## src/rtl/interval_meter_if.sv

```systemverilog
// Start/stop marker inputs and measurement results of interval_meter.
// The block itself connects through the slave modport.
interface interval_meter_if #(
    parameter int W = 8
);
    logic         start_in;
    logic         stop_in;
    logic [W-1:0] interval;
    logic         valid;
    logic         timeout;
    logic         busy;

    modport master (
        output start_in,
        output stop_in,
        input  interval,
        input  valid,
        input  timeout,
        input  busy
    );

    modport slave (
        input  start_in,
        input  stop_in,
        output interval,
        output valid,
        output timeout,
        output busy
    );
endinterface

```

## src/rtl/interval_meter.sv

```systemverilog
// Measures the distance in clk cycles between a start marker and the next stop marker.
// Markers may come from another clock domain, so they can be synchronized first.
module interval_meter #(
    parameter int W       = 8,
    parameter int SYNC    = 1,
    parameter int RESTART = 0
) (
    input logic            clk,
    input logic            reset_n,
    interval_meter_if.slave bus
);
    typedef enum logic [0:0] {
        ST_IDLE  = 1'b0,
        ST_COUNT = 1'b1
    } state_t;

    localparam logic [W-1:0] ONE_C      = {{(W-1){1'b0}}, 1'b1};
    localparam logic [W-1:0] ALL_ONES_C = {W{1'b1}};
    localparam bit           RESTART_EN = (RESTART != 0);

    logic start_lvl_s;
    logic stop_lvl_s;

    generate
        if (SYNC != 0) begin : g_sync
            logic start_meta_r;
            logic start_sync_r;
            logic stop_meta_r;
            logic stop_sync_r;

            // Two-flop synchronizers for both markers.
            always_ff @(posedge clk) begin
                if (!reset_n) begin
                    start_meta_r <= 1'b0;
                    start_sync_r <= 1'b0;
                    stop_meta_r  <= 1'b0;
                    stop_sync_r  <= 1'b0;
                end else begin
                    start_meta_r <= bus.start_in;
                    start_sync_r <= start_meta_r;
                    stop_meta_r  <= bus.stop_in;
                    stop_sync_r  <= stop_meta_r;
                end
            end

            assign start_lvl_s = start_sync_r;
            assign stop_lvl_s  = stop_sync_r;
        end else begin : g_direct
            assign start_lvl_s = bus.start_in;
            assign stop_lvl_s  = bus.stop_in;
        end
    endgenerate

    state_t       state_r, state_s;
    logic [W-1:0] count_r, count_s;
    logic [W-1:0] interval_r, interval_s;
    logic         valid_r, valid_s;
    logic         timeout_r, timeout_s;
    logic         busy_r, busy_s;
    logic         start_prev_r;
    logic         stop_prev_r;
    logic         start_evt_s;
    logic         stop_evt_s;

    assign start_evt_s = start_lvl_s & ~start_prev_r;
    assign stop_evt_s  = stop_lvl_s & ~stop_prev_r;

    // State, elapsed count, edge history and registered outputs.
    always_ff @(posedge clk) begin
        if (!reset_n) begin
            state_r      <= ST_IDLE;
            count_r      <= {W{1'b0}};
            interval_r   <= {W{1'b0}};
            valid_r      <= 1'b0;
            timeout_r    <= 1'b0;
            busy_r       <= 1'b0;
            start_prev_r <= 1'b0;
            stop_prev_r  <= 1'b0;
        end else begin
            state_r      <= state_s;
            count_r      <= count_s;
            interval_r   <= interval_s;
            valid_r      <= valid_s;
            timeout_r    <= timeout_s;
            busy_r       <= busy_s;
            start_prev_r <= start_lvl_s;
            stop_prev_r  <= stop_lvl_s;
        end
    end

    // count_r holds the cycles elapsed since the start event; all-ones is terminal.
    always_comb begin
        state_s    = state_r;
        count_s    = count_r;
        interval_s = interval_r;
        valid_s    = 1'b0;
        timeout_s  = 1'b0;
        case (state_r)
            ST_IDLE: begin
                if (start_evt_s) begin
                    state_s = ST_COUNT;
                    count_s = ONE_C;
                end else begin
                    count_s = count_r;
                end
            end
            ST_COUNT: begin
                if (stop_evt_s) begin
                    interval_s = count_r;
                    valid_s    = 1'b1;
                    state_s    = ST_IDLE;
                end else if (start_evt_s && RESTART_EN) begin
                    count_s = ONE_C;
                end else if (count_r == ALL_ONES_C) begin
                    timeout_s = 1'b1;
                    state_s   = ST_IDLE;
                end else begin
                    count_s = count_r + ONE_C;
                end
            end
            default: begin
                state_s = ST_IDLE;
                count_s = {W{1'b0}};
            end
        endcase
        busy_s = (state_s == ST_COUNT);
    end

    assign bus.interval = interval_r;
    assign bus.valid    = valid_r;
    assign bus.timeout  = timeout_r;
    assign bus.busy     = busy_r;
endmodule

```

## src/flat_wrapper.sv

```systemverilog
// flat-port wrapper written by rule: the top's interface ports become plain ports
module interval_meter_flat 
#(
    parameter int W       = 8,
    parameter int SYNC    = 1,
    parameter int RESTART = 0
)
  (clk, reset_n, bus_start_in, bus_stop_in, bus_interval, bus_valid, bus_timeout, bus_busy);
  interval_meter_if #(.W(W)) bus_i ();
  input logic clk;
  input logic reset_n;
  input wire logic [$bits(bus_i.start_in)-1:0] bus_start_in;
  input wire logic [$bits(bus_i.stop_in)-1:0] bus_stop_in;
  output wire logic [$bits(bus_i.interval)-1:0] bus_interval;
  output wire logic [$bits(bus_i.valid)-1:0] bus_valid;
  output wire logic [$bits(bus_i.timeout)-1:0] bus_timeout;
  output wire logic [$bits(bus_i.busy)-1:0] bus_busy;
  assign bus_i.start_in = bus_start_in;
  assign bus_i.stop_in = bus_stop_in;
  assign bus_interval = bus_i.interval;
  assign bus_valid = bus_i.valid;
  assign bus_timeout = bus_i.timeout;
  assign bus_busy = bus_i.busy;
  interval_meter #(.W(W), .SYNC(SYNC), .RESTART(RESTART)) u_core (.clk(clk), .reset_n(reset_n), .bus(bus_i));
endmodule
```

## config.mk

```make
export PLATFORM = sky130hd
export DESIGN_NAME = interval_meter_flat
export DESIGN_NICKNAME = d
export VERILOG_FILES = /design/src/rtl/interval_meter_if.sv /design/src/rtl/interval_meter.sv /design/src/flat_wrapper.sv
export SDC_FILE = /design/constraint.sdc
export NUM_CORES = 1
export LEC_CHECK = 0
export BUFFER_PORTS_ARGS = -buffer_cell sky130_fd_sc_hd__buf_2
export CORE_UTILIZATION = 57
export CTS_CLUSTER_DIAMETER = 30
export CTS_CLUSTER_SIZE = 14
export DETAILED_ROUTE_END_ITERATION = 12
export GPL_ROUTABILITY_DRIVEN = 0
export PLACE_DENSITY = 0.78
export REMOVE_ABC_BUFFERS = 1
export SLEW_MARGIN = 0
export SYNTH_ARGS = -nofsm -noshare
export SYNTH_HDL_FRONTEND = slang
export SYNTH_SLANG_ARGS = --single-unit
```

## constraint.sdc

```tcl
create_clock -name clk -period 2.23 [get_ports clk]
set_input_delay 0.1115 -clock clk [delete_from_list [all_inputs] [get_ports clk]]
set_output_delay 0.1115 -clock clk [all_outputs]
set_load 0.01 [all_outputs]
```

# == Word-level counts from Yosys, hierarchy flattened ==
# Index checks and enable logic that the tools add are counted.
# op_classes
n_addsub,1
eq_ne,4
muxes,10
bitwise,6
n_reduce_logical,4
# ops
operator,count
$mux 8,3
$pmux 8 s2,1
$add 8x1->8 const B,1
$eq 8x8->1 const B,1
$mux 1,5
$ne 2x2->1 const B,2
$not 1->1,4
$reduce_and 2->1,2
$reduce_and 3->1,1
$reduce_or 3->1,1
$and 1x1->1,2
$ne 2x1->1 const B,1
$pmux 1 s2,1
# word_totals
register_bits,25
input_bits,4
out_inout_bits,11
word_cells,36

# == Longest topological paths before layout ==
# Gate-level depths: netlist of the first run.
# logic_depth
ltp_word,4
mapped_depth,6
mapped_depth_nobuf,5

# == Worst setup path after synthesis of the first run ==
# No wires, ideal clock.
# synth_path
path_kind,register to register
start,register u_core.count_r[0]
end,register u_core.count_r[6]
setup_ns,0.074
arrival_time_ns,1.355
t_required_ns,2.156
slack_ns,0.800
stages_incl_launch_ff,6
n_path_buf,0
synth_period_minus_slack_ns,1.430
path_cell_list,dfxtp_1 ha_1 nand3_1 o211ai_2 or4_1 o21ai_0
# synth_via
elab_chain_len,4
word_cells_on_any_way,7
cone_classes,add/sub (1); eq/ne (2); mux (3); reduce/logical (1)
# synth_lines
element,line_no,rtl
"start, declared",interval_meter.sv:55,"logic [W-1:0] count_r, count_s;"
"start signal, assigned",interval_meter.sv:72,count_r <= {W{1'b0}};
"start signal, assigned",interval_meter.sv:81,count_r <= count_s;
$add 8x1->8,interval_meter.sv:118,count_s = count_r + ONE_C;
$mux 8,interval_meter.sv:114,end else if (count_r == ALL_ONES_C) begin
$mux 8,interval_meter.sv:108,if (stop_evt_s) begin
$pmux 8 s2,interval_meter.sv:98,case (state_r)
# Parallel ways exist; a longest one is shown, timed or not. The select of a mux whose other input is x is not followed.
# A chain may end at the register's enable or synchronous reset.

# == Worst setup path in the final report of the first run ==
# Same ends and word-level chain as after synthesis.

==> results by group, run 1 <==
Status
  • Status: complete, but fails checks
  • Violated checks: DRC

Global routing
  • First-pass GRT wire length: 3020 um
  • Most used routing layer: met2
  • Met2 global-route usage: 0.343
  • Gr ovfl total: 0
  • Total Routing Usage GR: 0.216
  • Vias in the first global route: 704
  • Met3 Use GR: 0.0500
  • Largest net degree at the start of global routing: 20
  • Initial antenna violation count: 0
  • GR Util met1: 0.265

Synth
  • FFs w/ async S/R, synth: 0
  • Most area-consuming cells after synthesis: dfxtp_1 50%, mux2i_1 9.0%, nor2_1 4.1%, and2_1 3.8%, nand3_1 3.0%
  • Synth Register Bits: 25
  • Main synth FF type: dfxtp_1
  • Most common cell in the netlist: dfxtp_1
  • Share of the synthesized area in the top cell type: 0.503
  • Mapped Area: 996 um2
  • Average cell area after synthesis: 9.96 um2
  • Commonest cells post-synth: 25 x dfxtp_1, 11 x nor2_1, 9 x mux2i_1
  • Sequential fraction of the synthesis area: 0.503
  • Syn. warnings: 0
  • Cells after synthesis: 100
  • Count of cell types in the netlist: 32
  • EDFF count, synth: 0
  • Area leader, netlist: dfxtp_1

Setup path
  • Crit path launch type: flop
  • Required time of the worst setup path: 2.48 ns
  • Worst EP arrival: 1.87 ns
  • Bufs and invs on worst path: 0
  • CP max FO: 6
  • Critical path class: reg -> reg
  • Worst stage delay on the critical path: 0.50 ns
  • CP top delay family: simple AND/OR/NAND/NOR gates
  • CP cell instances: ha_1, nand3_1, o211ai_2, or4_1, o21ai_0
  • Worst Setup End Kind: flop
  • Slowest cell on crit path: or4_1

Timing
  • Final Hold Vio Count: 0
  • Post-route clock period utilization: 0.726
  • Tmin final: 1.62 ns
  • Fin Clk Skew: 0.0102 ns
  • Final setup vio count: 0
  • RSZ-0062 raised after global routing: no
  • Post-route setup TNS: 0 ns
  • Worst Tran Pin Value: 0.450 ns
  • Max-slew violations: 0
  • Relative slew slack: 0.700
  • Fmax: 617 MHz

CTS
  • Setup bufs post-CTS: 0
  • CTS Sinks: 25
  • Skew-Pair Late Insertion Delay: 0.32 ns
  • CTS tree: done
  • CTS Root Cell: clkbuf_4
  • Worst-path clk slew: 0.13 ns
  • Num CTS Buffers: 3
  • Clock Path Buffers: 2
  • H-tree depth: 1

Routing
  • Drt pass-1 iters: 8
  • Final wirelength: 1820 um
  • # DRC: 1
  • Routed vias/inst: 5.96
  • Vias: 805
  • Routed WL per cell: 13.5 um
  • ANT nets after route: 0
  • DR iter-0 viols: 26

Finish
  • ANT cells: 0
  • Fill count: 127
  • Final layout net count: 125
  • Synth-to-Final Area Change: 13.3%
  • Share of layout cells above drive strength 1: 0.210
  • Post-route cell area: 0.00113 mm2
  • Core Util, Final: 0.716

Power and ir drop
  • Leak Pwr: 0.503 nW
  • Worst vdd ir: 0.462 mV
  • P per Cell Area: 616 mW/mm2

Floorplan
  • Initial Utilization: 0.632
  • Core Rows: 14
  • I/O pin count: 15
  • Die X: 43.8 um
  • Die Y: 43.8 um
  • Core Area: 0.00158 mm2
  • DIE AREA: 0.00192 mm2

Hold path
  • Hold Path Class: in -> reg

Placed design
  • Hpwl dp: 1260 um
  • Buffers on Ports: 14
  • Placed instance area: 0.00108 mm2

Job
  • Max cap viols: 0
[timing repair]
item                                   4_1_cts  5_1_grt
hold buffers                                 2        0
resized for setup                            0        0
endpoints found under the hold margin        2        0
[layout by cell type, fill, tap and decap left out, drive strengths merged]
cell | synthesis | routed
nor3b | 1 | 1
dlygate4sd3 | 0 | 2
nor2 | 11 | 11
or4 | 3 | 3
nor2b | 1 | 1
o41ai | 1 | 1
buf | 2 | 16
and3 | 1 | 1
nand4 | 1 | 1
nand3 | 6 | 6
inv | 1 | 1
nor4 | 1 | 1
nand3b | 1 | 1
ha | 1 | 1
and2 | 6 | 6
or3 | 1 | 1
dfxtp | 25 | 25
o211ai | 3 | 3
o21ai | 7 | 7
a21oi | 3 | 3
nand2b | 1 | 1
clkbuf | 1 | 3
o31a | 2 | 2
nand2 | 5 | 5
a31oi | 2 | 2
a211oi | 1 | 1
mux2i | 9 | 9
clkinv | 1 | 1
clkinvlp | 0 | 1
nor3 | 2 | 2
[through the flow]
stage	hold slack, ns	total power, W	setup slack, ns	instances
floorplan	0.233	0.000492	0.657	97
global placement	0.315	0.000505	0.694	129
detailed placement	0.320	0.000506	0.664	129
CTS	0.0983	0.000704	0.624	135
global route	0.0936	0.000730	0.536	135
finish	0.107	0.000696	0.610	135
[worst reg2reg max path, stage by stage (launching register included)]
cell      delay [ns]
dfxtp_1         0.37
ha_1            0.27
nand3_1         0.18
o211ai_2        0.16
or4_1           0.50
o21ai_0         0.08
[logic make-up (layout without fill, tap and decap cells)]
kind of cell	count (synthesis)	after routing	synth area share
AOI/OAI and AO/OA	19	19	0.128
buffers and inverters	5	24	0.0301
DFF	25	25	0.503
muxes	9	9	0.0905
adders and majority gates	1	1	0.0126
and+or+nand+nor	41	41	0.236
[power by group]
group	internal (W)	switching (W)
Combinational	0.0000165	0.0000201
Clock	0.0000686	0.000128
Sequential	0.000454	0.00000795
Total	0.000539	0.000156
[per-layer routing]
| layer | share of wire | vias to the layer above |
|---|---|---|
| li1 | - | 398 |
| met1 | 0.44 | 364 |
| met2 | 0.47 | 38 |
| met3 | 0.072 | 5 |
| met4 | 0.020 | 0 |
| met5 | 0 | - |
[final timing paths]
path | from | endpoint | slack, ns | cells past startpoint
worst min register to register | u_core.g_sync.start_meta_r$_SDFF_PN0_ | u_core.g_sync.start_sync_r$_SDFF_PN0_ | 0.45 | 1
worst min-delay path | reset_n | u_core.g_sync.start_meta_r$_SDFF_PN0_ | 0.11 | 2
worst max-delay path | u_core.count_r[0]$_SDFFE_PN0P_ | u_core.count_r[6]$_SDFFE_PN0P_ | 0.61 | 5
worst max register to register | u_core.count_r[0]$_SDFFE_PN0P_ | u_core.count_r[6]$_SDFFE_PN0P_ | 0.61 | 5
[layout make-up]
| type | instances | area (um2) | area share |
|---|---|---|---|
| clock buffers | 3 | 22.5 | 0.0200 |
| clock inverters | 1 | 7.51 | 0.00665 |
| inverters | 2 | 7.51 | 0.00665 |
| multi-input cells | 70 | 465 | 0.412 |
| flip-flops and latches | 25 | 500 | 0.443 |
| well taps | 16 | 20.0 | 0.0177 |
| repair buffers | 18 | 105 | 0.0931 |
(Power assumes the default switching activity.)
==> run 2: changes to the inputs <==
--- a/config.mk
+++ b/config.mk
@@ -6,12 +6,12 @@
 export NUM_CORES = 1
 export LEC_CHECK = 0
 export BUFFER_PORTS_ARGS = -buffer_cell sky130_fd_sc_hd__buf_2
-export CORE_UTILIZATION = 57
+export CORE_UTILIZATION = 53
 export CTS_CLUSTER_DIAMETER = 30
 export CTS_CLUSTER_SIZE = 14
 export DETAILED_ROUTE_END_ITERATION = 12
 export GPL_ROUTABILITY_DRIVEN = 0
-export PLACE_DENSITY = 0.78
+export PLACE_DENSITY = 0.73
 export REMOVE_ABC_BUFFERS = 1
 export SLEW_MARGIN = 0
 export SYNTH_ARGS = -nofsm -noshare
==> constraint.sdc (replaced) <==
create_clock -name clk -period 1.65 [get_ports clk]
set_input_delay 0.0825 -clock clk [delete_from_list [all_inputs] [get_ports clk]]
set_output_delay 0.0825 -clock clk [all_outputs]
set_load 0.01 [all_outputs]
==> run 2 against run 1 <==
  * The flow now finishes without violations
  * Final cell count is 7.4% higher
  * Critical path depth did not move
  * Design area increased by 2.3%
  * Via count shrank 1.1%
  * Die area up 7.2%
  * Maximum frequency up 3.7%
  * Sequential share of layout area decreased by 1.0 points
  * Clock skew shrank 0.0015 ns
  * Combinational power rose by 44%
  * Critical path type unchanged
  * Critical endpoint unchanged
  * Largest cell class unchanged
==> results by group, run 2 (synthesis results as in run 1) <==
Placed design
  • Post-Place Setup Slack: 0.114 ns (was 0.664 ns)
  • Hpwl dp: 1180 um (was 1260 um)
  • Buffers on Ports: 14 (unchanged)
  • Placed instance area: 0.00110 mm2 (was 0.00108 mm2)

Timing
  • Worst Slack Setup Final: 0.0887 ns (was 0.610 ns)
  • Fmax: 640 MHz (was 617 MHz)
  • Max-slew violations: 0 (unchanged)
  • Final setup vio count: 0 (unchanged)
  • RSZ-0062 raised after global routing: no (unchanged)
  • Post-route setup TNS: 0 ns (unchanged)
  • Post-route clock period utilization: 0.946 (was 0.726)
  • Tmin final: 1.56 ns (was 1.62 ns)
  • Relative slew slack: 0.738 (was 0.700)
  • Worst hold slack: 0.0780 ns (was 0.107 ns)
  • Fin Clk Skew: 0.00874 ns (was 0.0102 ns)
  • Worst Tran Pin Value: 0.392 ns (was 0.450 ns)
  • Final Hold Vio Count: 0 (unchanged)

CTS
  • CTS tree: done (unchanged)
  • Clock Path Buffers: 2 (unchanged)
  • Skew-Pair Late Insertion Delay: 0.32 ns (about the same)
  • Num CTS Buffers: 3 (unchanged)
  • H-tree depth: 1 (unchanged)
  • CTS Sinks: 25 (unchanged)
  • Worst-path clk slew: 0.13 ns (about the same)
  • Setup bufs post-CTS: 0 (unchanged)
  • CTS Root Cell: clkbuf_4 (unchanged)

Finish
  • Most frequent cells in the layout: 25 x dfxtp_1, 14 x buf_2, 11 x nor2_1, 9 x mux2i_1 (unchanged)
  • Final layout net count: 126 (was 125)
  • Multi-input gate area: 477 um2 (was 465 um2)
  • Fill count: 155 (was 127)
  • Share of layout cells above drive strength 1: 0.217 (was 0.210)
  • Synth-to-Final Area Change: 16.0% (was 13.3%)
  • Register area: 500 um2 (unchanged)
  • Post-route cell area: 0.00115 mm2 (was 0.00113 mm2)
  • ANT cells: 0 (unchanged)
  • Most common cell after layout, fill and taps aside: dfxtp_1 (unchanged)

Global routing
  • Gr ovfl total: 0 (unchanged)
  • Most used routing layer: met2 (unchanged)
  • Total Routing Usage GR: 0.208 (was 0.216)
  • Met2 global-route usage: 0.307 (was 0.343)
  • Largest net degree at the start of global routing: 19 (was 20)
  • First-pass GRT wire length: 3010 um (was 3020 um)
  • Initial antenna violation count: 0 (unchanged)
  • Met3 Use GR: 0.0240 (was 0.0500)
  • GR Util met1: 0.280 (was 0.265)
  • Vias in the first global route: 685 (was 704)

Setup path
  • R2R depth: 5 (unchanged)
  • Worst stage delay on the critical path: 0.50 ns (about the same)
  • Worst Setup End Kind: flop (unchanged)
  • CP max FO: 6 (unchanged)
  • Worst EP arrival: 1.82 ns (was 1.87 ns)
  • Bufs and invs on worst path: 0 (unchanged)
  • Required time of the worst setup path: 1.91 ns (was 2.48 ns)
  • CP top delay family: simple AND/OR/NAND/NOR gates (unchanged)
  • Slowest cell on crit path: or4_1 (unchanged)
  • Worst path depth: 5 (unchanged)
  • R2R Path Start: u_core.count_r[0]$_SDFFE_PN0P_ (unchanged)
  • Crit path launch type: flop (unchanged)
  • CP cell instances: ha_1, nand3_2, o211ai_2, or4_1, o21ai_0 (was ha_1, nand3_1, o211ai_2, or4_1, o21ai_0)
  • CP startpoint: u_core.count_r[0]$_SDFFE_PN0P_ (unchanged)
  • Critical path class: reg -> reg (unchanged)

Floorplan
  • Die X: 45.4 um (was 43.8 um)
  • DIE AREA: 0.00206 mm2 (was 0.00192 mm2)
  • Core Rows: 15 (was 14)
  • I/O pin count: 15 (unchanged)
  • Initial Utilization: 0.571 (was 0.632)
  • Core Area: 0.00175 mm2 (was 0.00158 mm2)
  • Die Y: 45.4 um (was 43.8 um)

Routing
  • # DRC: 0 (was 1)
  • Routed WL per cell: 12.0 um (was 13.5 um)
  • Drt pass-1 iters: 4 (was 8)
  • Vias: 796 (was 805)
  • DR iter-0 viols: 18 (was 26)
  • Final wirelength: 1750 um (was 1820 um)
  • Routed vias/inst: 5.49 (was 5.96)
  • ANT nets after route: 0 (unchanged)

Power and ir drop
  • Worst vdd ir: 0.588 mV (was 0.462 mV)
  • Tot Pwr: 0.000947 W (was 0.000696 W)
  • P per Cell Area: 820 mW/mm2 (was 616 mW/mm2)
  • Leak Pwr: 0.515 nW (was 0.503 nW)

Hold path
  • Hold Path Class: in -> reg (unchanged)
  • Worst Hold Depth: 3 (was 2)
  • Hold Startpoint: reset_n (unchanged)

Job
  • Max cap viols: 0 (unchanged)

Status
  • Status: completed (was complete, but fails checks)
[run 2: cell types whose count changed in the layout (fill, tap and decap cells not counted)]
cell and change:
nand3_2 +1, clkbuf_1 +1, nor3_4 +1, clkinvlp_4 -1, nand3_1 -1, nor3_2 -1, buf_4 +1
[run 2: metal layers]
| layer | wire length (um) | vias to the layer above | part of all wire |
|---|---|---|---|
| met5 | 0 | - | 0 |
| met1 | 876 | 377 | 0.50 |
| li1 | - | 402 | - |
| met4 | 44 | 0 | 0.025 |
| met2 | 780 | 13 | 0.45 |
| met3 | 46 | 4 | 0.026 |
[run 2: through the flow]
| stage | cells | utilization |
|---|---|---|
| after floorplan | 97 | - |
| after global placement | 139 | 0.629 |
| after detailed placement | 139 | 0.629 |
| after CTS | 145 | 0.655 |
| after global routing | 145 | 0.662 |
| final | 145 | 0.662 |
[run 2: final timing paths]
kind / end / slack [ns]
max: u_core.count_r[6]$_SDFFE_PN0P_ / 0.09
min: u_core.count_r[6]$_SDFFE_PN0P_ / 0.08
max reg2reg: u_core.count_r[6]$_SDFFE_PN0P_ / 0.09
min reg2reg: u_core.g_sync.start_sync_r$_SDFF_PN0_ / 0.45
[run 2: timing repair]
item,in CTS,in global routing
endpoints found under the setup margin,0,4
endpoints found under the hold margin,2,0
hold buffers,2,0
resized for setup,0,2
[run 2: cell type report]
type                       instances  area share
clock buffer                       4      0.0228
inverter                           2     0.00650
multi-input combinational         70       0.413
sequential                        25       0.433
tap                               25      0.0271
timing repair buffer              19      0.0975
[run 2: worst reg2reg max path: cells and delay by family (launching register included)]
kind,cells,cell delay [ns]
fa+ha+maj,1,0.26
simple gates,2,0.64
compound gates,2,0.24
flops,1,0.37
[run 2: power by group]
group	internal [W]	total (W)	switching (W)	leakage [nW]
clock network	0.0000946	0.000271	0.000176	0.0150
registers	0.000614	0.000623	0.00000969	0.203
logic	0.0000241	0.0000528	0.0000287	0.297
==> run 3: changes to the inputs <==
--- a/config.mk
+++ b/config.mk
@@ -5,13 +5,14 @@
 export SDC_FILE = /design/constraint.sdc
 export NUM_CORES = 1
 export LEC_CHECK = 0
+export ABC_AREA = 1
 export BUFFER_PORTS_ARGS = -buffer_cell sky130_fd_sc_hd__buf_2
-export CORE_UTILIZATION = 53
+export CORE_UTILIZATION = 54
 export CTS_CLUSTER_DIAMETER = 30
 export CTS_CLUSTER_SIZE = 14
 export DETAILED_ROUTE_END_ITERATION = 12
 export GPL_ROUTABILITY_DRIVEN = 0
-export PLACE_DENSITY = 0.73
+export PLACE_DENSITY = 0.76
 export REMOVE_ABC_BUFFERS = 1
 export SLEW_MARGIN = 0
 export SYNTH_ARGS = -nofsm -noshare
==> run 3 against run 2 <==
  * Sequential share of layout area fell by 1.6 points
  * Core utilization is 1.1 points higher
  * Design area up 3.9%
  * Sequential cell count unchanged
  * Die area grew 3.3%
  * Maximum frequency rose by 8.3%
  * Largest cell class unchanged
  * Largest power group unchanged
==> results by group, run 3 <==
Global routing
  • Total Routing Usage GR: 0.241 (was 0.208)
  • First-pass GRT wire length: 3600 um (was 3010 um)
  • Gr ovfl total: 0 (unchanged)
  • Vias in the first global route: 887 (was 685)
  • Largest net degree at the start of global routing: 16 (was 19)
  • Initial antenna violation count: 0 (unchanged)

CTS
  • Worst-path clk slew: 0.14 ns (was 0.13 ns)
  • Setup bufs post-CTS: 0 (unchanged)
  • CTS Sinks: 25 (unchanged)
  • Num CTS Buffers: 3 (unchanged)
  • CTS tree: done (unchanged)
  • Post-CTS Hold Fix Bufs: 2 (unchanged)
  • H-tree depth: 1 (unchanged)
  • Clock Path Buffers: 2 (unchanged)
  • CTS Root Cell: clkbuf_4 (unchanged)
  • Skew-Pair Late Insertion Delay: 0.32 ns (about the same)
  • Post-CTS Resized: 0 (unchanged)

Finish
  • Fill count: 152 (was 155)
  • Post-route cell area: 0.00120 mm2 (was 0.00115 mm2)
  • Final layout net count: 166 (was 126)
  • Share of layout cells above drive strength 1: 0.194 (was 0.217)
  • Most common cell after layout, fill and taps aside: nand2_1 (was dfxtp_1)
  • Most frequent cells in the layout: 35 x nand2_1, 25 x dfxtp_1, 20 x inv_1, 16 x nand3_1, 14 x buf_2 (was 25 x dfxtp_1, 14 x buf_2, 11 x nor2_1, 9 x mux2i_1)
  • ANT cells: 0 (unchanged)
  • Synth-to-Final Area Change: 14.3% (was 16.0%)

Setup path
  • Reg-to-Reg End: u_core.count_r[7]$_SDFFE_PN0P_ (was u_core.count_r[6]$_SDFFE_PN0P_)
  • Required time of the worst setup path: 1.89 ns (was 1.91 ns)
  • CP startpoint: u_core.count_r[0]$_SDFFE_PN0P_ (unchanged)
  • Crit path launch type: flop (unchanged)
  • Worst path most repeated cell: nand2_1
  • CP max FO: 8 (was 6)
  • Worst stage delay on the critical path: 0.43 ns (was 0.50 ns)
  • R2R depth: 10 (was 5)
  • Worst EP arrival: 1.68 ns (was 1.82 ns)
  • Critical path class: reg -> reg (unchanged)
  • R2R Path Start: u_core.count_r[0]$_SDFFE_PN0P_ (unchanged)
  • Flop2flop setup slack: 0.21 ns (was 0.09 ns)
  • Worst Setup End Kind: flop (unchanged)
  • CP cell instances: ha_1, nand2_1, nor2_2, nand2_2, nand2_4, nand2_4, nand2_2, nand2_1, nand2_1, inv_1 (was ha_1, nand3_2, o211ai_2, or4_1, o21ai_0)
  • Slowest cell on crit path: dfxtp_1 (was or4_1)

Power and ir drop
  • Worst vdd ir: 0.660 mV (was 0.588 mV)
  • Tot Pwr: 0.000969 W (was 0.000947 W)
  • Leak Pwr: 0.557 nW (was 0.515 nW)
  • P per Cell Area: 807 mW/mm2 (was 820 mW/mm2)

Timing
  • Post-route clock period utilization: 0.874 (was 0.946)
  • Tmin final: 1.44 ns (was 1.56 ns)
  • Max-slew violations: 0 (unchanged)
  • Worst Slack Setup Final: 0.209 ns (was 0.0887 ns)
  • Relative slew slack: 0.739 (was 0.738)
  • Fin Clk Skew: 0.00348 ns (was 0.00874 ns)
  • Final setup vio count: 0 (unchanged)
  • Worst Tran Pin Value: 0.391 ns (was 0.392 ns)
  • Post-route setup TNS: 0 ns (unchanged)
  • RSZ-0062 raised after global routing: no (unchanged)
  • Final Hold Vio Count: 0 (unchanged)
  • Fmax: 694 MHz (was 640 MHz)

Placed design
  • Post-Place Setup Slack: 0.254 ns (was 0.114 ns)
  • Placed instance area: 0.00115 mm2 (was 0.00110 mm2)
  • Hpwl dp: 1650 um (was 1180 um)
  • Buffers on Ports: 14 (unchanged)

Synth
  • Commonest cells post-synth: 35 x nand2_1, 25 x dfxtp_1, 20 x inv_1 (was 25 x dfxtp_1, 11 x nor2_1, 9 x mux2i_1)
  • EDFF count, synth: 0 (unchanged)
  • Count of cell types in the netlist: 21 (was 32)
  • Main synth FF type: dfxtp_1 (unchanged)
  • Sequential fraction of the synthesis area: 0.477 (was 0.503)
  • Most area-consuming cells after synthesis: dfxtp_1 48%, nand2_1 13%, nand3_1 7.6%, inv_1 7.2%, a21oi_1 5.7% (was dfxtp_1 50%, mux2i_1 9.0%, nor2_1 4.1%, and2_1 3.8%, nand3_1 3.0%)
  • Synth Register Bits: 25 (unchanged)
  • Average cell area after synthesis: 7.39 um2 (was 9.96 um2)
  • Area leader, netlist: dfxtp_1 (unchanged)
  • Syn. warnings: 0 (unchanged)
  • Cells after synthesis: 142 (was 100)
  • Mapped Area: 0.00105 mm2 (was 996 um2)
  • FFs w/ async S/R, synth: 0 (unchanged)
  • Most common cell in the netlist: nand2_1 (was dfxtp_1)
  • Share of the synthesized area in the top cell type: 0.477 (was 0.503)

Floorplan
  • Core Rows: 15 (unchanged)
  • Die X: 46.1 um (was 45.4 um)
  • DIE AREA: 0.00212 mm2 (was 0.00206 mm2)
  • Core Area: 0.00178 mm2 (was 0.00175 mm2)
  • Die Y: 46.1 um (was 45.4 um)
  • Initial Utilization: 0.589 (was 0.571)
  • I/O pin count: 15 (unchanged)

Routing
  • Vias: 952 (was 796)
  • ANT nets after route: 0 (unchanged)
  • # DRC: 0 (unchanged)
  • Routed vias/inst: 5.15 (was 5.49)
  • Routed WL per cell: 12.1 um (was 12.0 um)
  • DR iter-0 viols: 37 (was 18)
  • Final wirelength: 2240 um (was 1750 um)
  • Drt pass-1 iters: 4 (unchanged)

Job
  • Max cap viols: 0 (unchanged)

Hold path
  • Hold Startpoint: reset_n (unchanged)
  • Hold Path Class: in -> reg (unchanged)
  • Hold EP: u_core.g_sync.start_meta_r$_SDFF_PN0_ (was u_core.count_r[6]$_SDFFE_PN0P_)
  • Worst Hold Depth: 3 (unchanged)

Status
  • Status: completed (unchanged)
==> run 3: metal layers <==
layer	global-route usage	part of all wire	vias to the layer above
li1	-	-	486
met5	0	0	-
met4	0.147	0.028	0
met2	0.400	0.48	39
met3	0.0235	0.047	8
met1	0.297	0.44	419
==> run 3: cells by family (layout without fill, tap and decap cells) <==
logic type | after synthesis | count (layout) | synth area share
adders and majority gates | 1 | 1 | 0.0119
buffers and inverters | 25 | 43 | 0.0906
AOI/OAI and AO/OA | 17 | 17 | 0.0846
and+or+nand+nor | 74 | 74 | 0.336
DFF | 25 | 25 | 0.477
==> run 3: area by class of cell <==
cell class / instances / area (um2) / share of cell area
multi-input combinational: 92 / 454 / 0.379
timing repair buffer: 18 / 105 / 0.0876
clock buffer: 3 / 22.5 / 0.0188
tap: 25 / 31.3 / 0.0261
sequential: 25 / 500 / 0.417
inverter: 21 / 78.8 / 0.0657
clock inverter: 1 / 7.51 / 0.00626
==> run 3: worst max-delay path by stage <==
stage	to	slack, ns
finish	u_core.count_r[7]$_SDFFE_PN0P_	0.21
global route	u_core.count_r[7]$_SDFFE_PN0P_	0.06
CTS	u_core.count_r[7]$_SDFFE_PN0P_	0.23
detailed placement	u_core.count_r[7]$_SDFFE_PN0P_	0.25
global placement	u_core.count_r[7]$_SDFFE_PN0P_	0.31
floorplan	u_core.count_r[7]$_SDFFE_PN0P_	0.37
==> run 3: report_power, final <==
group	internal (W)	switching, W	total, W
combinational	0.0000214	0.0000422	0.0000636
sequential	0.000614	0.00000804	0.000622
clock	0.0000928	0.000190	0.000283
total	0.000728	0.000241	0.000969
==> run 3: critical path: cells and delay by family (launching register included) <==
| kind | cells | cell delay, ns |
|---|---|---|
| simple gates | 8 | 0.67 |
| flops | 1 | 0.43 |
| fa+ha+maj | 1 | 0.21 |
| buf+inv | 1 | 0.03 |
==> run 3: through the flow <==
stage          std cells  utilization  hold WS (ns)
2_1_floorplan        138            -         0.176
3_3_place_gp         179        0.645         0.265
3_5_place_dp         179        0.645         0.272
4_1_cts              185        0.673        0.0835
5_1_grt              185        0.673         0.105
6_report             185        0.673        0.0914
